===== src/rtl/neuron_bin_sched_pkg.sv =====
// Shared definitions for the Neuron_bin layer sequencer: FSM states and pipeline latencies.
package neuron_bin_sched_pkg;

  typedef enum logic [2:0] {
    S_IDLE    = 3'd0,
    S_FEED    = 3'd1,
    S_DRAIN   = 3'd2,
    S_QUANT   = 3'd3,
    S_COLLECT = 3'd4,
    S_EMIT    = 3'd5,
    S_FIN     = 3'd6
  } sched_state_e;

  localparam int unsigned MEM_LAT = 1;
  localparam int unsigned NB_LAT  = 3;

endpackage


===== src/rtl/neuron_bin_sched_packer.sv =====
// bit_packer8: collects neuron result bits into a byte and presents it on a valid/ready register.
module bit_packer8 (
  input  logic       clk_i,
  input  logic       rst_ni,
  input  logic       push_i,
  input  logic [2:0] idx_i,
  input  logic       bit_i,
  input  logic       flush_i,
  input  logic       ready_i,
  output logic [7:0] data_o,
  output logic       valid_o
);

  logic [7:0] pack_q, pack_d;
  logic [7:0] data_q;
  logic       valid_q;
  logic       hs;

  always_comb begin
    hs     = valid_q && ready_i;
    pack_d = pack_q;
    if (hs) pack_d = '0;
    if (push_i) pack_d[idx_i] = bit_i;
  end

  always_ff @(posedge clk_i or negedge rst_ni) begin
    if (!rst_ni) begin
      pack_q  <= '0;
      data_q  <= '0;
      valid_q <= 1'b0;
    end else begin
      pack_q <= pack_d;
      // The flushing bit is folded in directly so the byte is presented the next cycle.
      if (push_i && flush_i) begin
        data_q  <= pack_d;
        valid_q <= 1'b1;
      end else if (hs) begin
        valid_q <= 1'b0;
      end
    end
  end

  assign data_o  = data_q;
  assign valid_o = valid_q;

endmodule


===== src/rtl/neuron_bin_sched.sv =====
// Layer sequencer: streams activation/weight pairs per neuron into Neuron_bin, thresholds, packs results.
module neuron_bin_sched
  import neuron_bin_sched_pkg::*;
#(
  parameter int unsigned N_NEURONS = 64,
  parameter int unsigned IN_WORDS  = 98,
  parameter int unsigned AW_A      = 7,
  parameter int unsigned AW_W      = 13,
  parameter int unsigned AW_T      = 6
) (
  input  logic            sys_clk,
  input  logic            sys_rst_n,
  input  logic            start,
  output logic            busy,
  output logic            done,
  output logic [AW_A-1:0] act_addr,
  input  logic [7:0]      act_data,
  output logic [AW_W-1:0] w_addr,
  input  logic [7:0]      w_data,
  output logic [AW_T-1:0] t_addr,
  input  logic [31:0]     t_data,
  output logic [7:0]      nb_activ,
  output logic [7:0]      nb_weight,
  output logic            nb_in_valid,
  output logic [15:0]     nb_in_length,
  output logic [31:0]     nb_thr,
  output logic            nb_thr_valid,
  input  logic            nb_quant_ready,
  input  logic [7:0]      nb_out,
  input  logic            nb_out_valid,
  output logic [7:0]      o_data,
  output logic            o_valid,
  input  logic            o_ready
);

  localparam int unsigned    NW     = $clog2(N_NEURONS + 1);
  localparam logic [15:0]    IN16   = 16'(IN_WORDS);
  localparam logic [NW-1:0]  N_ALL  = NW'(N_NEURONS);
  localparam logic [NW-1:0]  N_LAST = NW'(N_NEURONS - 1);

  sched_state_e    state_q;
  logic [15:0]     k_q;
  logic [NW-1:0]   n_q;
  logic [2:0]      bit_q;
  logic [AW_W-1:0] w_ptr_q;
  logic            iss_q, rd_q, res_q;
  logic            busy_q, done_q;
  logic [AW_A-1:0] act_addr_q;
  logic [AW_W-1:0] w_addr_q;
  logic [AW_T-1:0] t_addr_q;
  logic [7:0]      nb_activ_q, nb_weight_q;
  logic            nb_in_valid_q;
  logic [15:0]     nb_in_length_q;
  logic [31:0]     nb_thr_q;
  logic            nb_thr_valid_q;

  logic hs, last_n, push, flush, enter_feed;

  always_comb begin
    hs         = o_valid && o_ready;
    last_n     = (n_q == N_LAST);
    push       = (state_q == S_COLLECT);
    flush      = push && ((bit_q == 3'd7) || last_n);
    enter_feed = ((state_q == S_IDLE) && start) ||
                 (push && !flush) ||
                 ((state_q == S_EMIT) && hs && (n_q != N_ALL));
  end

  always_ff @(posedge sys_clk or negedge sys_rst_n) begin
    if (!sys_rst_n) begin
      state_q        <= S_IDLE;
      k_q            <= '0;
      n_q            <= '0;
      bit_q          <= '0;
      w_ptr_q        <= '0;
      iss_q          <= 1'b0;
      rd_q           <= 1'b0;
      res_q          <= 1'b0;
      busy_q         <= 1'b0;
      done_q         <= 1'b0;
      act_addr_q     <= '0;
      w_addr_q       <= '0;
      t_addr_q       <= '0;
      nb_activ_q     <= '0;
      nb_weight_q    <= '0;
      nb_in_valid_q  <= 1'b0;
      nb_in_length_q <= IN16;
      nb_thr_q       <= '0;
      nb_thr_valid_q <= 1'b0;
    end else begin
      rd_q          <= iss_q;
      nb_in_valid_q <= rd_q;
      nb_activ_q    <= rd_q ? act_data : '0;
      nb_weight_q   <= rd_q ? w_data : '0;
      t_addr_q      <= AW_T'(n_q);
      done_q        <= 1'b0;
      iss_q         <= 1'b0;

      // Word 0 is issued on the transition into FEED so the in_valid run has no leading gap.
      if (enter_feed) begin
        act_addr_q <= '0;
        w_addr_q   <= w_ptr_q;
        w_ptr_q    <= w_ptr_q + AW_W'(1);
        k_q        <= 16'd1;
        iss_q      <= 1'b1;
      end else if ((state_q == S_FEED) && (k_q != IN16)) begin
        act_addr_q <= AW_A'(k_q);
        w_addr_q   <= w_ptr_q;
        w_ptr_q    <= w_ptr_q + AW_W'(1);
        k_q        <= k_q + 16'd1;
        iss_q      <= 1'b1;
      end

      case (state_q)
        S_IDLE: begin
          if (start) begin
            busy_q  <= 1'b1;
            state_q <= S_FEED;
          end
        end
        S_FEED: begin
          if (k_q == IN16) state_q <= S_DRAIN;
        end
        S_DRAIN: begin
          if (nb_quant_ready && !iss_q && !rd_q && !nb_in_valid_q) begin
            nb_thr_q       <= t_data;
            nb_thr_valid_q <= 1'b1;
            state_q        <= S_QUANT;
          end
        end
        S_QUANT: begin
          if (nb_out_valid) begin
            res_q          <= nb_out[0];
            nb_thr_valid_q <= 1'b0;
            state_q        <= S_COLLECT;
          end
        end
        S_COLLECT: begin
          n_q     <= n_q + NW'(1);
          bit_q   <= bit_q + 3'd1;
          state_q <= flush ? S_EMIT : S_FEED;
        end
        S_EMIT: begin
          if (hs) begin
            if (n_q == N_ALL) begin
              busy_q  <= 1'b0;
              done_q  <= 1'b1;
              state_q <= S_FIN;
            end else begin
              state_q <= S_FEED;
            end
          end
        end
        S_FIN: begin
          n_q     <= '0;
          bit_q   <= '0;
          k_q     <= '0;
          w_ptr_q <= '0;
          state_q <= S_IDLE;
        end
        default: state_q <= S_IDLE;
      endcase
    end
  end

  bit_packer8 u_packer (
    .clk_i   (sys_clk),
    .rst_ni  (sys_rst_n),
    .push_i  (push),
    .idx_i   (bit_q),
    .bit_i   (res_q),
    .flush_i (flush),
    .ready_i (o_ready),
    .data_o  (o_data),
    .valid_o (o_valid)
  );

  assign busy         = busy_q;
  assign done         = done_q;
  assign act_addr     = act_addr_q;
  assign w_addr       = w_addr_q;
  assign t_addr       = t_addr_q;
  assign nb_activ     = nb_activ_q;
  assign nb_weight    = nb_weight_q;
  assign nb_in_valid  = nb_in_valid_q;
  assign nb_in_length = nb_in_length_q;
  assign nb_thr       = nb_thr_q;
  assign nb_thr_valid = nb_thr_valid_q;

endmodule


===== config.mk =====
export PLATFORM = sky130hd
export DESIGN_NAME = neuron_bin_sched
export DESIGN_NICKNAME = d
export VERILOG_FILES = /design/src/rtl/neuron_bin_sched_pkg.sv /design/src/rtl/neuron_bin_sched_packer.sv /design/src/rtl/neuron_bin_sched.sv
export SDC_FILE = /design/constraint.sdc
export NUM_CORES = 1
export LEC_CHECK = 0
export BUFFER_PORTS_ARGS = -buffer_cell sky130_fd_sc_hd__buf_2
export CAP_MARGIN = 30
export CELL_PAD_IN_SITES_DETAIL_PLACEMENT = 1
export CELL_PAD_IN_SITES_GLOBAL_PLACEMENT = 1
export CORE_MARGIN = 2
export CORE_UTILIZATION = 41
export DETAILED_ROUTE_END_ITERATION = 12
export HOLD_SLACK_MARGIN = 0.1
export PLACE_DENSITY = 0.84
export SLEW_MARGIN = 20
export SYNTH_ARGS = -nofsm -noshare
export SYNTH_HDL_FRONTEND = slang
export SYNTH_SLANG_ARGS = --single-unit

===== constraint.sdc =====
create_clock -name sys_clk -period 3.1 [get_ports sys_clk]
set_clock_uncertainty 0.2 [all_clocks]
set_input_delay 0.155 -clock sys_clk [delete_from_list [all_inputs] [get_ports sys_clk]]
set_output_delay 0.155 -clock sys_clk [all_outputs]
set_load 0.02 [all_outputs]

==> flow_summary.toml <==
[yosys]
ys.flop_type = "dfrtp_1"
synth_warnings = 16
synth_cells = 538
synth_area_leader_cell = "dfrtp_1"
synth-seq-cells = 140
synth_area_leaders = "dfrtp_1, mux2_2, nand2_1, o21ai_0, and2_1"
avgSynthCellArea_um2 = 11.37
synth_top_area_share_pct = 57.26
synth-edff-count = 0
ys_seq_area_share_pct = 57.26
netlist_area_um2 = 6118
synth.distinct_cells = 61
async_flop_share_pct = 100.0

[critical_path]
crit_start = "n_q[0]"
critical_path.slowest_cell = "a211o_1"
cp_max_fo = 15
reg2reg_slack_ns = 0.41
reg2reg_to = "w_addr[12]"
critPathMaxStageDelay_ns = 0.47
startpoint_type = "flip-flop"
cp.depth = 6
path_class = "reg2reg"
cp_num_buf_inv = 0
r2r_cells = 6
crit_path_end_kind = "flip-flop"
worstReg2RegStart = "n_q[0]"
required_ns = 3.20
worstSetupEndpoint = "w_addr[12]"
arrival_ns = 2.79
crit_chain = "ha_1 > nand3_2 > o31a_1 > a211o_1 > nor2_8 > mux2_2"
cp_top_family = "compound AO/OA/AOI/OAI gates"

[routing]
post-route-drc-count = 0
vias_per_cell = 5.263
wl_um = 17070
first_pass_iters = 4
post_drt_wl_per_cell_um = 18.22
drt_iter0_markers = 199
route.antenna.remaining_nets = 0
vias = 4931

[global_routing]
antenna_found_initial = 0
top_usage_layer = "met2"
grt_pass1_wl_um = 28180
use_met1_pct = 27.88
grt_pass1_vias = 5440
use_met3_pct = 6.712
grt.total_usage_pct = 22.34
grt_overflow = 0
gr-usage-met2_pct = 37.41
grt_max_degree = 83

[final_layout]
final_area_um2 = 8149
drive_gt1_share_pct = 32.40
final_cells = 937
finalCoreUtilization_pct = 56.07
nFillCells = 1566
n_antenna_cell = 0
final_nets = 809
syn2layout_area_growth_pct = 33.19

[sta]
finalSetupTns_ns = 0
max_freq_mhz = 371.3
fin_ws_ns = 0.4067
finalHoldViolCount = 0
slew_violations = 0
min_period_ns = 2.693
worstMarginPinSlew_ns = 0.7594
setup_violations = 0
whs_ns = 0.1536
rsz0062_at_grt = "no"
fin_crit_sh_pct = 86.88
max_slew_margin_pct = 49.38

[place]
placed_area_um2 = 6998
portBuffers = 141
place_ws_ns = 0.3864
routabilityCongestion = 0.8123
hpwl_um = 10960
place_inst = 851

[clock_network]
post_cts_buffers = 0
htreeDepth = 4
cts_tree = "built"
cts_made_buffers = 17
clock_latency_ns = 0.42
cts.reportedPaths.clkPinSlew_ns = 0.06
cts-root-buf = "clkbuf_16"
clock_tree.buffer_depth = 2
clock_sinks = 140

[pwr]
power.density_nw_per_um2 = 889.9
internal-power_mw = 4.580
power_switching_mw = 2.672
power.total_mw = 7.252
ir_worst_vdd_uv = 655.8
swShare_pct = 36.84
cellLeakagePower_nw = 4.150
power_frac_clock_pct = 28.8
p_seq_share_pct = 37.1
p_comb_share_pct = 34.1

[min_path]
min_path_type = "in2async"

[die]
start_util_pct = 42.10
die_area_um2 = 15920
core_region_area_um2 = 14530
fp.dieH_um = 126.2
io_pins = 165
fp-row-count = 44
die_w_um = 126.2

[run_status]
status = "completed"

[run]
drv_cap = 0
## flip-flops by register name (all words and copies together) (netlist names), 6 cells and up
| register | count |
|---|---|
| act_addr | 7 |
| k_q | 16 |
| n_q | 7 |
| nb_activ | 8 |
| nb_thr | 32 |
| nb_weight | 8 |
| t_addr | 6 |
| u_packer.data_o | 8 |
| u_packer.pack_q | 8 |
| w_addr | 13 |
| w_ptr_q | 13 |
## synthesized netlist by cell type (all sizes together), types with 2 or more instances
| cell | number |
|---|---|
| a22oi | 2 |
| a21o | 5 |
| o21ai | 30 |
| a31oi | 6 |
| nor4 | 3 |
| and3 | 10 |
| a2bb2oi | 2 |
| ha | 7 |
| nor2b | 3 |
| nand3 | 18 |
| nand4b | 2 |
| xor2 | 9 |
| o22ai | 5 |
| and4 | 3 |
| buf | 26 |
| and2 | 22 |
| nor3 | 7 |
| nand2b | 5 |
| o211a | 2 |
| nand4 | 11 |
| inv | 16 |
| mux2i | 12 |
| a211oi | 2 |
| nand2 | 54 |
| o21a | 2 |
| clkbuf | 15 |
| mux2 | 49 |
| a21oi | 14 |
| dfrtp | 140 |
| or3b | 2 |
| a211o | 3 |
| nor2 | 29 |
## per-layer routing
layer  wire, um  up-vias
li1           -     2255
met2       8452      183
met4        172        0
met3       1163       19
met5          0        -
met1       7285     2474
## worst reg2reg max path: stages (launching register included)
cell and delay, ns:
dfrtp_1 0.42, ha_1 0.23, nand3_2 0.16, o31a_1 0.39
a211o_1 0.47, nor2_8 0.32, mux2_2 0.39
## cell families (layout without fill, tap and decap cells)
family | Yosys count | after routing | share of synthesized area (%)
and+or+nand+nor | 175 | 175 | 14.85
buffers and inverters | 57 | 257 | 4.888
adders and majority gates | 7 | 7 | 1.431
AOI/OAI and AO/OA | 88 | 88 | 9.244
muxes | 61 | 61 | 10.98
xor gates and xnor gates | 9 | 9 | 1.288
DFF | 140 | 140 | 57.26
other | 1 | 16 | 0.06129
## cell type report
type / instances / area, um2 / share of cell area, %
multi-input cells: 356 / 2372 / 29.11
clock inverters: 11 / 140.1 / 1.720
repair buffers: 209 / 1370 / 16.81
clock buffers: 21 / 470.5 / 5.773
well taps: 184 / 230.2 / 2.825
flip-flops and latches: 140 / 3503 / 42.99
inverters: 16 / 62.56 / 0.7677
## power groups by stage
| stage | registers, mW | clock network (mW) | logic [mW] |
|---|---|---|---|
| finish | 2.69 | 2.09 | 2.47 |
| global route | 2.76 | 2.20 | 2.69 |
| CTS | 2.67 | 2.13 | 2.46 |
| detailed placement | 2.70 | 0 | 2.37 |
| global placement | 2.65 | 0 | 2.27 |
| floorplan | 3.00 | 0 | 1.22 |
## worst min path at each step
stage / slack [ns] / from / endpoint
5_1_grt: 0.22 / nb_quant_ready / state_q[0]
3_5_place_dp: 0.05 / sys_rst_n / nb_activ[3]
6_report: 0.15 / sys_rst_n / nb_activ[2]
4_1_cts: 0.14 / nb_quant_ready / state_q[0]
3_3_place_gp: 0.04 / sys_rst_n / nb_activ[3]
2_1_floorplan: -0.34 / sys_rst_n / act_addr[0]
## what timing repair did
action / 4_1_cts / 5_1_grt
hold endpoints to repair: 145 / 0
hold buffers: 54 / 0
resized for setup: 0 / 0
## cell usage in the layout, fill, tap and decap left out, types with 15 or more instances in the layout
cell / count
conb_1: 16
nor2_1: 26
nand2_1: 54
mux2_2: 49
clkbuf_16: 17
inv_1: 15
buf_2: 140
dlygate4sd3_1: 54
nand3_1: 17
dfrtp_1: 140
and2_1: 22
o21ai_0: 30
(Power assumes the default switching activity.)
